==> src/rtl/jseq_pkg.sv <==
// jseq_pkg: shared types and default sizes for the Johnson sequence controller.
//   jseq_state_t     controller FSM state encoding
//   JSEQ_N_DEF       default Johnson phase width (period 2*N steps)
//   JSEQ_CNT_W_DEF   default width of the rotation-count request
package jseq_pkg;

   localparam int unsigned JSEQ_N_DEF     = 4;
   localparam int unsigned JSEQ_CNT_W_DEF = 8;

   typedef enum logic [1:0] {
      ST_IDLE  = 2'd0,
      ST_RUN   = 2'd1,
      ST_PAUSE = 2'd2,
      ST_DONE  = 2'd3
   } jseq_state_t;

endpackage : jseq_pkg

==> src/rtl/johnson_core.sv <==
// johnson_core: N-bit Johnson (twisted-ring) phase register.
// Ports:
//   clk      clock, rising edge
//   rst      asynchronous active-high reset, phase -> 0
//   step_en  advance one Johnson step this edge
//   clr      synchronous clear to the all-zero seed (wins over step_en)
//   phase    current phase pattern
module johnson_core
   import jseq_pkg::*;
#(
   parameter int unsigned N = JSEQ_N_DEF
) (
   input  logic         clk,
   input  logic         rst,
   input  logic         step_en,
   input  logic         clr,
   output logic [N-1:0] phase
);

   // Inverted LSB feeds the MSB; the rest shifts down one place.
   always_ff @(posedge clk or posedge rst) begin
      if (rst) begin
         phase <= '0;
      end else if (clr) begin
         phase <= '0;
      end else if (step_en) begin
         phase <= {~phase[0], phase[N-1:1]};
      end
   end

endmodule : johnson_core

==> src/rtl/johnson_seq_ctrl.sv <==
// johnson_seq_ctrl: runs a Johnson phase sequence for a requested number of
// full 2*N-step rotations, with hold (pause) and abort.
// Optional feature: define JSEQ_ILLEGAL_DET_EN to enable the illegal-phase
// checker (sticky err, phase cleared, return to IDLE). Without it err is 0.
// Ports:
//   clk        clock, rising edge
//   rst        asynchronous active-high reset
//   start      request a sequence (sampled only in IDLE)
//   rotations  rotation count, captured with start
//   hold       freeze stepping while high
//   abort      terminate the sequence without done
//   phase      current Johnson phase pattern
//   busy       high while running or paused
//   done       one-cycle completion pulse
//   rot_left   rotations remaining, including the one in progress
//   err        sticky illegal-phase flag
module johnson_seq_ctrl
   import jseq_pkg::*;
#(
   parameter int unsigned N     = JSEQ_N_DEF,
   parameter int unsigned CNT_W = JSEQ_CNT_W_DEF
) (
   input  logic             clk,
   input  logic             rst,
   input  logic             start,
   input  logic [CNT_W-1:0] rotations,
   input  logic             hold,
   input  logic             abort,
   output logic [N-1:0]     phase,
   output logic             busy,
   output logic             done,
   output logic [CNT_W-1:0] rot_left,
   output logic             err
);

   localparam int unsigned STEP_W    = $clog2(2 * N);
   localparam int unsigned STEP_LAST = 2 * N - 1;

   jseq_state_t       state_q;
   jseq_state_t       state_d;
   logic [STEP_W-1:0] step_q;
   logic [STEP_W-1:0] step_d;
   logic [CNT_W-1:0]  rot_left_q;
   logic [CNT_W-1:0]  rot_left_d;
   logic              busy_q;
   logic              done_q;
   logic              step_en_c;
   logic              clr_c;
   logic              illegal_c;
   logic              accept_c;
   logic              last_c;

   assign accept_c = start & ~abort;
   // Final step of the final rotation.
   assign last_c   = (step_q == STEP_W'(STEP_LAST)) && (rot_left_q == CNT_W'(1));

`ifdef JSEQ_ILLEGAL_DET_EN
   localparam int unsigned TW = N - 1;

   logic [TW-1:0] trans_c;
   logic          err_q;

   // Legal Johnson patterns have at most one boundary between adjacent bits.
   assign trans_c   = phase[N-2:0] ^ phase[N-1:1];
   assign illegal_c = |(trans_c & (trans_c - TW'(1)));

   always_ff @(posedge clk or posedge rst) begin
      if (rst) begin
         err_q <= 1'b0;
      end else if (illegal_c) begin
         err_q <= 1'b1;
      end
   end

   assign err = err_q;
`else
   assign illegal_c = 1'b0;
   assign err       = 1'b0;
`endif

   johnson_core #(
      .N (N)
   ) u_core (
      .clk     (clk),
      .rst     (rst),
      .step_en (step_en_c),
      .clr     (clr_c),
      .phase   (phase)
   );

   // State register.
   always_ff @(posedge clk or posedge rst) begin
      if (rst) begin
         state_q <= ST_IDLE;
      end else begin
         state_q <= state_d;
      end
   end

   // Next state: illegal phase > abort > hold > stepping.
   always_comb begin
      state_d = state_q;
      if (illegal_c) begin
         state_d = ST_IDLE;
      end else begin
         case (state_q)
            ST_IDLE: begin
               if (accept_c) begin
                  state_d = (rotations == '0) ? ST_DONE : ST_RUN;
               end
            end
            ST_RUN: begin
               if (abort) begin
                  state_d = ST_IDLE;
               end else if (hold) begin
                  state_d = ST_PAUSE;
               end else if (last_c) begin
                  state_d = ST_DONE;
               end
            end
            ST_PAUSE: begin
               if (abort) begin
                  state_d = ST_IDLE;
               end else if (!hold) begin
                  state_d = ST_RUN;
               end
            end
            ST_DONE: state_d = ST_IDLE;
            default: state_d = ST_IDLE;
         endcase
      end
   end

   // Datapath controls and counter updates.
   always_comb begin
      step_en_c  = 1'b0;
      clr_c      = 1'b0;
      step_d     = step_q;
      rot_left_d = rot_left_q;
      if (illegal_c) begin
         clr_c      = 1'b1;
         step_d     = '0;
         rot_left_d = '0;
      end else begin
         case (state_q)
            ST_IDLE: begin
               if (accept_c && (rotations != '0)) begin
                  step_d     = '0;
                  rot_left_d = rotations;
               end
            end
            ST_RUN: begin
               if (abort) begin
                  clr_c      = 1'b1;
                  step_d     = '0;
                  rot_left_d = '0;
               end else if (!hold) begin
                  step_en_c = 1'b1;
                  if (step_q == STEP_W'(STEP_LAST)) begin
                     step_d     = '0;
                     rot_left_d = rot_left_q - CNT_W'(1);
                  end else begin
                     step_d = step_q + STEP_W'(1);
                  end
               end
            end
            ST_PAUSE: begin
               if (abort) begin
                  clr_c      = 1'b1;
                  step_d     = '0;
                  rot_left_d = '0;
               end
            end
            default: ;
         endcase
      end
   end

   // Counters and registered status outputs.
   always_ff @(posedge clk or posedge rst) begin
      if (rst) begin
         step_q     <= '0;
         rot_left_q <= '0;
         busy_q     <= 1'b0;
         done_q     <= 1'b0;
      end else begin
         step_q     <= step_d;
         rot_left_q <= rot_left_d;
         busy_q     <= (state_d == ST_RUN) || (state_d == ST_PAUSE);
         done_q     <= (state_d == ST_DONE);
      end
   end

   assign busy     = busy_q;
   assign done     = done_q;
   assign rot_left = rot_left_q;

endmodule : johnson_seq_ctrl

==> config.mk <==
export PLATFORM = sky130hd
export DESIGN_NAME = johnson_seq_ctrl
export DESIGN_NICKNAME = d
export VERILOG_FILES = /design/src/rtl/jseq_pkg.sv /design/src/rtl/johnson_core.sv /design/src/rtl/johnson_seq_ctrl.sv
export SDC_FILE = /design/constraint.sdc
export NUM_CORES = 1
export LEC_CHECK = 0
export ABC_AREA = 1
export ABC_CLOCK_PERIOD_IN_PS = 3200
export CAP_MARGIN = 25
export CORE_MARGIN = 2
export CORE_UTILIZATION = 55
export CTS_CLUSTER_DIAMETER = 200
export CTS_CLUSTER_SIZE = 16
export DETAILED_ROUTE_END_ITERATION = 16
export DONT_BUFFER_PORTS = 1
export HOLD_SLACK_MARGIN = 0.05
export PLACE_DENSITY = 0.7
export SLEW_MARGIN = 5
export SYNTH_ARGS = -nofsm -noshare
export SYNTH_HDL_FRONTEND = slang
export SYNTH_SLANG_ARGS = --single-unit
==> constraint.sdc <==
create_clock -name clk -period 3.2 [get_ports clk]
set_input_delay 0.64 -clock clk [delete_from_list [all_inputs] [get_ports clk]]
set_output_delay 0.64 -clock clk [all_outputs]
set_load 0.02 [all_outputs]
==> metrics.txt <==
GRT met2 Usage 0.372; WS Path Type flip-flop to flip-flop; final instance area 1300 sq um; CTS Hold Buffers Added 0; GRT overflow 0; fin crit period about 1.7 ns; Crit path largest cell delay 0.44 ns; async set-reset flop share out of synthesis 1.00; layout cell share with drive strength beyond 1 0.0751; I/O Pins 28; Ant. Diodes 0; Multi-input gate area 681 sq um; worst-path cell chain inv_1 > ha_1 > inv_1 > nor3_1 > nand2_1 > nand2_1 > nand2_1 > nand2_1 > ha_1; GR Util met3 0.0489; Post-synth EDFFs 0; CTS root buf clkbuf_4; die area 2670 sq um; largest net degree at the start of global routing 20; Max Buffers Root-to-Sink 2; Tcrit/Tclk final 0.539; R2R setup slack 1.47 ns; Worst slew margin 0.515; synth warn 0; DIE HEIGHT 51.7 microns; CP startpoint kind flip-flop; Area Overhead vs Synth 4.20%; PortBufs 0; total clock sinks 19; routed via count 1071; sequential fraction of the synthesis area 0.380; final wirelength about 2600 microns; flip-flop and latch area 475 sq um; vias per inst 5.33; Hold Slack around 0.32 ns; fmax 580 MHz; clk_lat worst skew 0.30 ns; global-route layer with the greatest usage met2; placed cell area 1270 sq um; Residual DRC 0; TritonCTS buffer count 3; routed len/inst 12.9 microns; Layout Skew 0.00890 ns; leak pwr between 0.7 and 0.8 nW; setup bufs post-CTS 0; Die Width ~52 microns; most frequent cell on the critical path nand2_1; top-area cell type share of the netlist area 0.380; post-synth top area cell dfrtp_1; Tightest Pin Transition 0.727 ns; first-pass GRT wire length 4200 microns; final net count 196; crit path max fanout 4; Yosys cell types 29; CTS tree yes; Post-CTS Resized 0; initial antenna violation count 0; CP Capture Type flip-flop; Cells after Synth 171; H-Tree Depth 1; GRT Overall Usage 0.214; Post-DRT Antenna Nets 0; arrival time of the worst setup path slightly below 2 ns; routability congestion estimate 0.969; core box area 2190 sq um; Top FF cell, synth dfrtp_1; synth top area cells dfrtp_1, nand2_1, ha_1; number of fill cells 189; Mapped Nets 193; #FFs+latches synth 19; final hold viol count 0; setup repair after global routing missed its margin false; Row Count 17; Starting Density 0.571; hold crit path type input pin to async pin; max-slew violation count 0; syn avg cell area ~7.3 sq um; DRT iter0 DRCs 30; dpl hpwl about 2000 microns; CP required 3.40 ns; Initial DRT Pass Iterations 4; global-route met1 utilization 0.245; PD cells 1020 nW/um^2; vias in the first global route 995; Mapped Area 1250 sq um; Crit-path slowest cell dfrtp_1; Worst IR Drop VDD 0.560 mV; clock-pin slew on the worst setup and hold paths between 0.1 and 0.15 ns; setup TNS 0 ns; Final setup viols 0; outcome finished clean; max cap viols 0; total power draw around 0.0013 W; final core occ 0.595
-- metal layers --
layer  share of wire  routed length [microns]  vias to the layer above
met4           0.026                       68                        0
met1            0.45                     1160                      477
li1                -                        -                      540
met2            0.46                     1190                       44
met5               0                        0                        -
met3           0.064                      166                       10
-- cells in the final DEF, fill, tap and decap left out, types with 2 or more instances in the layout --
cell type and count:
or2_1 2, o22ai_1 4, clkbuf_4 3, nor2_1 16
dfrtp_1 19, a21oi_1 5, nor2_4 3, nand3_1 6
ha_1 9, inv_1 21, o21ai_0 4, nand2_1 64
-- metrics by stage --
stage	instances	setup slack, ns
after CTS	201	1.49
after floorplan	171	1.61
final	201	1.47
after global routing	201	1.34
after global placement	197	1.54
after detailed placement	197	1.50
-- final cells by class --
type,count,area share
Multi-Input combinational cell,128,0.522
Inverter,22,0.0633
Clock buffer,3,0.0173
Clock inverter,1,0.00576
Tap cell,28,0.0269
Sequential cell,19,0.365
-- state kept, by name, summed over array words and instances, names as in the netlist --
name	count
busy	1
done	1
rot_left	8
state_q	2
step_q	3
u_core.phase	4
-- cell families (layout without fill, tap and decap cells) --
group / count (synthesis) / in the layout / share of synthesized area
adders and majority gates: 9 / 9 / 0.0900
AOI/OAI and AO/OA: 18 / 18 / 0.0850
and+or+nand+nor: 99 / 99 / 0.359
xor gates and xnor gates: 1 / 1 / 0.00700
DFF: 19 / 19 / 0.380
buffers and inverters: 24 / 26 / 0.0760
other: 1 / 1 / 0.00300
-- power breakdown --
group / switching, W / leakage, nW / internal [W] / total, W
sequential: 0.000173 / 0.250 / 0.000327 / 0.000500
clock: 0.0000802 / 0.0139 / 0.0000476 / 0.000128
combinational: 0.000455 / 0.454 / 0.000241 / 0.000696
-- worst max-delay path: cells and delay by family, from the launching register on --
kind                       cells  cell delay, ns
DFF                            1            0.44
and+or+nand+nor                5            0.52
adders and majority gates      2            0.45
buffers and inverters          2            0.22
-- Yosys cell counts (2+ instances only) --
cell type  number
nand2_1        64
a21oi_1         5
dfrtp_1        19
nor2_4          3
or2_1           2
o22ai_1         4
inv_1          21
nand3_1         6
o21ai_0         4
nor2_1         16
ha_1            9
-- final timing paths --
kind / startpoint / to / cells after the start
max: state_q[0] / busy / 9
min: rst / rot_left[7] / 1
max reg2reg: state_q[0] / busy / 9
min reg2reg: step_q[2] / step_q[2] / 2
max in group asynchronous: rst / rot_left[3] / 1
min in group clk: step_q[2] / step_q[2] / 2
Note: power is estimated with default switching activity, not from simulation.
